===== config.mk =====
export PLATFORM = sky130hd
export DESIGN_NAME = mac_vec_dpe
export DESIGN_NICKNAME = d
export VERILOG_FILES = /design/src/rtl/mac_pkg.sv /design/src/rtl/mac_vec_adder_tree.sv /design/src/rtl/mac_vec_dpe.sv
export SDC_FILE = /design/constraint.sdc
export NUM_CORES = 2
export LEC_CHECK = 0
export ABC_AREA = 1
export CORE_UTILIZATION = 35
export CTS_BUF_LIST = sky130_fd_sc_hd__clkbuf_8
export DETAILED_ROUTE_END_ITERATION = 10
export GPL_ROUTABILITY_DRIVEN = 0
export SYNTH_ARGS = -nofsm -noshare
export SYNTH_HDL_FRONTEND = slang
export SYNTH_SLANG_ARGS = --single-unit

===== constraint.sdc =====
create_clock -name clk -period 5.57 [get_ports clk]
set_input_delay 1.114 -clock clk [delete_from_list [all_inputs] [get_ports clk]]
set_output_delay 1.114 -clock clk [all_outputs]
set_load 0.02 [all_outputs]

===== src/rtl/mac_pkg.sv =====
// Shared constants and helpers for the vector dot-product engine: default
// geometry, a constant-evaluable clog2 and the derived lane-slice widths.
package mac_pkg;

  localparam int DEF_DATAW    = 8;
  localparam int DEF_VECTOR_W = 10;
  localparam int DEF_ACCW     = 40;

  function automatic int clog2(input int value);
    int r;
    int v;
    r = 0;
    v = value - 1;
    while (v > 0) begin
      r = r + 1;
      v = v >> 1;
    end
    return r;
  endfunction

  localparam int DEF_PROD_W     = 2 * DEF_DATAW;
  localparam int DEF_LANE_BUS_W = DEF_DATAW * DEF_VECTOR_W;
  localparam int DEF_SUM_W      = DEF_PROD_W + clog2(DEF_VECTOR_W);

endpackage


===== src/rtl/mac_vec_adder_tree.sv =====
// Stage 2 of the dot-product pipeline: sums VECTOR_W lane products and
// registers the total sign/zero-extended to OUT_W bits.
module mac_vec_adder_tree
  import mac_pkg::*;
#(
  parameter int VECTOR_W = DEF_VECTOR_W,
  parameter int PROD_W   = DEF_PROD_W,
  parameter int OUT_W    = DEF_ACCW,
  parameter int SIGNED   = 1
) (
  input  logic                       clk,
  input  logic                       clr,
  input  logic                       en,
  input  logic [VECTOR_W*PROD_W-1:0] prods,
  output logic [OUT_W-1:0]           sum
);

  // Internal width is just wide enough that the lane sum never overflows.
  localparam int TREE_W = PROD_W + clog2(VECTOR_W);

  logic [PROD_W-1:0] lane_s;
  logic [TREE_W-1:0] ext_s;
  logic [TREE_W-1:0] tree_s;
  logic [OUT_W-1:0]  sum_ext_s;

  // Lane products extended to the tree width and summed.
  always_comb begin
    tree_s = '0;
    lane_s = '0;
    ext_s  = '0;
    for (int i = 0; i < VECTOR_W; i++) begin
      lane_s = prods[i*PROD_W +: PROD_W];
      if (SIGNED != 32'sd0) begin
        ext_s = {TREE_W{lane_s[PROD_W-1]}};
      end else begin
        ext_s = '0;
      end
      ext_s[PROD_W-1:0] = lane_s;
      tree_s = tree_s + ext_s;
    end
  end

  // Tree total extended to the output width.
  always_comb begin
    if (SIGNED != 32'sd0) begin
      sum_ext_s = {OUT_W{tree_s[TREE_W-1]}};
    end else begin
      sum_ext_s = '0;
    end
    sum_ext_s[TREE_W-1:0] = tree_s;
  end

  // Sum register, held while the pipeline is stalled.
  always_ff @(posedge clk) begin
    if (!clr) begin
      sum <= '0;
    end else if (en) begin
      sum <= sum_ext_s;
    end
  end

endmodule


===== src/rtl/mac_vec_dpe.sv =====
// Vector dot-product engine: double-buffered weights, 3-stage multiply /
// adder-tree / accumulate pipeline with output backpressure and cascade taps.
// Define MAC_VEC_SAT_EN to make the accumulator saturate and drive ovf.
module mac_vec_dpe
  import mac_pkg::*;
#(
  parameter int DATAW    = DEF_DATAW,
  parameter int VECTOR_W = DEF_VECTOR_W,
  parameter int ACCW     = DEF_ACCW,
  parameter int SIGNED   = 1,
  parameter int TILE_ID  = 0,
  parameter int DPE_ID   = 0
) (
  input  logic                      clk,
  input  logic                      clr,
  input  logic                      in_valid,
  output logic                      in_ready,
  input  logic                      in_last,
  input  logic [DATAW*VECTOR_W-1:0] data_in,
  input  logic                      w_load,
  input  logic                      w_bank,
  input  logic [DATAW*VECTOR_W-1:0] w_in,
  input  logic                      bank_swap,
  output logic                      active_bank,
  input  logic                      zero_en,
  output logic                      out_valid,
  input  logic                      out_ready,
  output logic [ACCW-1:0]           result,
  output logic                      ovf,
  output logic [DATAW*VECTOR_W-1:0] cascade_data_out,
  output logic [DATAW*VECTOR_W-1:0] cascade_weight_out
);

  localparam int PROD_W = 2 * DATAW;
  localparam int BUS_W  = DATAW * VECTOR_W;

  // Identification parameters carry no logic.
  if (TILE_ID < 0 || DPE_ID < 0) begin : g_id_negative
  end

  logic [BUS_W-1:0]           bank0_r;
  logic [BUS_W-1:0]           bank1_r;
  logic [BUS_W-1:0]           wsel_s;
  logic [VECTOR_W*PROD_W-1:0] prod_s;
  logic [VECTOR_W*PROD_W-1:0] prod_r;
  logic [DATAW-1:0]           lane_d_s;
  logic [DATAW-1:0]           lane_w_s;
  logic                       v1_r, l1_r, v2_r, l2_r;
  logic [ACCW-1:0]            sum_s;
  logic [ACCW-1:0]            acc_r;
  logic [ACCW-1:0]            add_s;
  logic                       advance_s;
  logic                       done_s;

  assign advance_s = !(out_valid && !out_ready);
  assign in_ready  = advance_s;
  assign wsel_s    = active_bank ? bank1_r : bank0_r;
  assign done_s    = advance_s && v2_r && l2_r && !zero_en;

  // Weight banks and active-bank toggle; reads see pre-edge contents.
  always_ff @(posedge clk) begin
    if (!clr) begin
      bank0_r     <= '0;
      bank1_r     <= '0;
      active_bank <= 1'b0;
    end else begin
      if (w_load) begin
        if (w_bank) begin
          bank1_r <= w_in;
        end else begin
          bank0_r <= w_in;
        end
      end
      if (bank_swap) begin
        active_bank <= !active_bank;
      end
    end
  end

  // Per-lane products against the active bank.
  always_comb begin
    prod_s   = '0;
    lane_d_s = '0;
    lane_w_s = '0;
    for (int i = 0; i < VECTOR_W; i++) begin
      lane_d_s = data_in[i*DATAW +: DATAW];
      lane_w_s = wsel_s[i*DATAW +: DATAW];
      if (SIGNED != 32'sd0) begin
        prod_s[i*PROD_W +: PROD_W] = {{DATAW{lane_d_s[DATAW-1]}}, lane_d_s}
                                   * {{DATAW{lane_w_s[DATAW-1]}}, lane_w_s};
      end else begin
        prod_s[i*PROD_W +: PROD_W] = {{DATAW{1'b0}}, lane_d_s}
                                   * {{DATAW{1'b0}}, lane_w_s};
      end
    end
  end

  // Stage 1: product register, beat tags and cascade taps.
  always_ff @(posedge clk) begin
    if (!clr) begin
      prod_r             <= '0;
      v1_r               <= 1'b0;
      l1_r               <= 1'b0;
      cascade_data_out   <= '0;
      cascade_weight_out <= '0;
    end else if (zero_en) begin
      v1_r <= 1'b0;
    end else if (advance_s) begin
      prod_r <= prod_s;
      v1_r   <= in_valid;
      l1_r   <= in_last;
      if (in_valid) begin
        cascade_data_out   <= data_in;
        cascade_weight_out <= wsel_s;
      end
    end
  end

  mac_vec_adder_tree #(
    .VECTOR_W (VECTOR_W),
    .PROD_W   (PROD_W),
    .OUT_W    (ACCW),
    .SIGNED   (SIGNED)
  ) u_tree (
    .clk   (clk),
    .clr   (clr),
    .en    (advance_s),
    .prods (prod_r),
    .sum   (sum_s)
  );

  // Stage 2 tags travel alongside the adder-tree register.
  always_ff @(posedge clk) begin
    if (!clr) begin
      v2_r <= 1'b0;
      l2_r <= 1'b0;
    end else if (zero_en) begin
      v2_r <= 1'b0;
    end else if (advance_s) begin
      v2_r <= v1_r;
      l2_r <= l1_r;
    end
  end

`ifdef MAC_VEC_SAT_EN
  logic [ACCW:0] wide_s;
  logic          clamp_s;

  // Accumulate with one guard bit, clamping to the representable range.
  always_comb begin
    wide_s  = '0;
    add_s   = '0;
    clamp_s = 1'b0;
    if (SIGNED != 32'sd0) begin
      wide_s = {acc_r[ACCW-1], acc_r} + {sum_s[ACCW-1], sum_s};
      if (wide_s[ACCW] != wide_s[ACCW-1]) begin
        clamp_s = 1'b1;
        if (wide_s[ACCW]) begin
          add_s = {1'b1, {(ACCW-1){1'b0}}};
        end else begin
          add_s = {1'b0, {(ACCW-1){1'b1}}};
        end
      end else begin
        add_s = wide_s[ACCW-1:0];
      end
    end else begin
      wide_s = {1'b0, acc_r} + {1'b0, sum_s};
      if (wide_s[ACCW]) begin
        clamp_s = 1'b1;
        add_s   = '1;
      end else begin
        add_s = wide_s[ACCW-1:0];
      end
    end
  end

  // Sticky overflow flag, cleared together with the accumulator.
  always_ff @(posedge clk) begin
    if (!clr) begin
      ovf <= 1'b0;
    end else if (zero_en) begin
      ovf <= 1'b0;
    end else if (advance_s && v2_r && clamp_s) begin
      ovf <= 1'b1;
    end
  end
`else
  assign add_s = acc_r + sum_s;
  assign ovf   = 1'b0;
`endif

  // Stage 3: accumulate, publish on the last beat, output handshake.
  always_ff @(posedge clk) begin
    if (!clr) begin
      acc_r     <= '0;
      result    <= '0;
      out_valid <= 1'b0;
    end else begin
      if (zero_en) begin
        acc_r <= '0;
      end else if (advance_s && v2_r) begin
        if (l2_r) begin
          result <= add_s;
          acc_r  <= '0;
        end else begin
          acc_r <= add_s;
        end
      end
      if (done_s) begin
        out_valid <= 1'b1;
      end else if (out_ready) begin
        out_valid <= 1'b0;
      end
    end
  end

endmodule


==> impl_metrics.toml <==
[sta]
timing.fmax_ghz = 0.189
setup_violations = 0
rsz0062_at_grt = "yes"
fin_ws_ns = 0.280
worst_pin_slew_ns = 1.19
relSlewSlack = 0.208
min_period_ns = 5.29
finalSetupTns_ns = 0
slew_viol_final = 0
fin_crit_sh = 0.950
hold_viol = 0
fin_worst_skew_ns = 0.0436

[synthesis]
synth_fp_nets = 8175
synth_top_area_frac = 0.253
dominantRegCellSynth = "dfxtp_1"
synth_top_area_cell = "fa_1"
ys_types = 46
netlist_top_cells_area = "fa_1 25%, dfxtp_1 22%, inv_1 9.9%, ha_1 8.6%, nor2_1 7.7%"
yosysMostFrequentCell = "inv_1"
synth_edf_count = 0
avgSynthCellArea_um2 = 7.60
syn_inst = 6972
ys_seq_area_frac = 0.221
synth-seq-cells = 586
async_reset_ff_frac = 0
synth_warnings = 0
syn_area_um2 = 53000
synthTopCellsByCount = "1,401 x inv_1, 1,092 x nor2_1, 1,054 x nand2_1"

[floorplanning]
dieArea_um2 = 153000
die_h_um = 391
ios = 373
initial_utilization = 0.353
num_rows = 142
die_x_um = 391
placeableCoreArea_um2 = 150000

[routing]
firstDrtPassIters = 6
wl_per_cell_um = 16.5
via_count = 45784
vias_per_cell = 4.75
wl_mm = 160
final_antenna_net_count = 0
first_iter_violations = 2766
post-route-drc-count = 0

[worst_hold_path]
hold_path_end = "bank1_r[22]"
min_from = "bank1_r[22]"
hold_class = "reg -> reg"
hold_depth = 2

[place]
port_buffers = 371
pre_cts_ws_ns = -0.161
place_inst = 9440
dp_hpwl_mm = 126
place_area_um2 = 60700

[cells_and_area]
design_area_um2 = 63300
layout.cells.non_filler = 9648
nets = 8741
area_growth_pct = 19.5
final_core_util = 0.422
drive_above_1_share = 0.0725

[power]
switching_share = 0.510
p_int_uw = 21600
ir_drop_uv = 1870
power_frac_clock = 0.106
leakagePower_uw = 0.0309
share_comb_of_total_power = 0.770
p_sw_uw = 22500
pwr-share-seq = 0.124
p_per_area_nw_per_um2 = 697

[critical_path]
startpoint_type = "flop"
cp-startpoint = "active_bank"
crit_fanout = 41
reg2reg_depth = 22
criticalPathCategory = "reg -> reg"
cp.arrival_ns = 6.03
r2r_start = "active_bank"
reg2reg_to = "prod_r[31]"
reg2reg_slack_ns = 0.28
required_ns = 6.31
end_kind = "flop"

[clock_network]
clockBufferDepth = 3
cts.sinks = 586
cts_root_buffer = "clkbuf_8"
cts_tree = "built"
numCtsBuffers = 109
htreeDepth = 3
clkTransAtPathRegs_ns = 0.07
insertion_delay_ns = 0.84
cts_hold_buf = 0

[grt]
gr-total-overflow = 0
grt_pass1_wl_mm = 252
grt_max_degree = 212
antenna_found_initial = 6
grt_usage = 0.210
first_global_vias = 46212

[run]
cap_violations = 0

[run_status]
status = "complete, no violations"
[power by group through the flow]
stage / Clock (uW) / Sequential [uW] / Combinational [uW]
after CTS: 4840 / 5450 / 32700
after global routing: 5020 / 5510 / 38900
after floorplan: 0 / 5350 / 23600
after detailed placement: 0 / 5540 / 32400
after global placement: 0 / 5530 / 31900
final: 4690 / 5460 / 34000
[cell type report]
cell class	count	area, um^2
diodes	5	12.5
inverters	1412	5320
clock inverters	71	651
repair buffers	670	6090
well taps	2016	2520
fillers	15264	86800
flip-flops and latches	586	11700
clock buffers	129	1780
multi-input cells	4759	35200
[cell usage in the layout, fill, tap and decap left out, types with 4 or more instances in the layout]
cell,Yosys,routed
inv_1,1401,1431
nor2_1,1092,1088
nand2_1,1054,1049
fa_1,669,666
dfxtp_1,586,585
a21oi_1,437,434
o21ai_0,398,389
clkdlybuf4s50_1,0,369
ha_1,365,358
buf_4,1,290
nand3_1,272,269
clkbuf_8,0,129
xor2_1,100,98
xnor2_1,70,69
o21ai_1,51,59
o21bai_1,38,38
nor3_1,34,33
nand4_1,22,22
a21o_1,21,21
or2_2,21,21
o21a_1,20,20
o21ai_2,18,19
clkinv_2,0,19
o211ai_1,13,13
nand3b_1,12,12
bufinv_16,0,11
a31oi_1,10,10
buf_12,0,10
a211oi_1,8,8
clkinv_1,8,7
o221ai_1,6,6
a21boi_0,6,6
diode_2,0,5
nand2_2,1,4
nand3_2,1,4
o31ai_1,4,4
nor2_2,2,4
ha_2,0,4
[registers in the layout (all words and copies together), names as in the netlist]
register and flops:
acc_r 40, prod_r 160, v2_r 1, u_tree.sum 20, l2_r 1, result 40
bank1_r 80, bank0_r 80, out_valid 1, l1_r 1, active_bank 1, cascade_data_out 80
v1_r 1, cascade_weight_out 80
[metal layers]
layer | vias up | wire (um) | global-route usage
li1 | 22474 | - | -
met1 | 22067 | 69900 | 0.270
met2 | 1003 | 77400 | 0.361
met3 | 236 | 7460 | 0.0269
met4 | 4 | 4800 | 0.0687
met5 | - | 25 | 0
[repair_timing]
| action | 4_1_cts | 5_1_grt |
|---|---|---|
| setup endpoints to repair | 2 | 67 |
| resized for setup | 1 | 40 |
| setup buffers | 0 | 3 |
| pin swaps | 0 | 6 |
[worst max-delay path by stage]
stage | slack [ns] | end
global placement | -0.11 | prod_r[92]
global route | -0.05 | u_tree.sum[16]
floorplan | 0.51 | u_tree.sum[19]
finish | 0.28 | prod_r[31]
detailed placement | -0.16 | prod_r[140]
CTS | 0.03 | prod_r[45]
[kinds of logic (layout without fill, tap and decap cells)]
kind of cell,Yosys count,count (layout),share of synthesized area
buffers and inverters,1627,2282,0.117
xor gates and xnor gates,170,170,0.0281
adders and majority gates,1034,1034,0.339
and+or+nand+nor,2516,2516,0.189
AOI/OAI and AO/OA,1038,1038,0.106
DFF,586,586,0.221
other,1,6,0.0000708
[critical path: stages, from the launching register on]
cell and delay, ns:
dfxtp_4 0.49, buf_12 0.24, buf_12 0.20, nand2_1 0.06
o21ai_1 0.19, buf_4 0.24, nor2_1 0.07, fa_1 0.65
inv_1 0.13, fa_1 0.48, fa_1 0.51, fa_1 0.50
inv_1 0.04, ha_1 0.35, nand2_1 0.07, nor3_1 0.24
nand3_1 0.12, nand3_1 0.17, inv_1 0.06, nand3_1 0.07
nand3_1 0.12, nand2_1 0.10, inv_1 0.04
[metrics by stage]
| stage | hold WS, ns | total power, uW |
|---|---|---|
| after floorplan | 0.429 | 28900 |
| after global placement | 0.438 | 37500 |
| after detailed placement | 0.443 | 37900 |
| after CTS | 0.453 | 42900 |
| after global routing | 0.469 | 49400 |
| final | 0.450 | 44100 |
No activity file was read; power rests on OpenSTA's default activity.
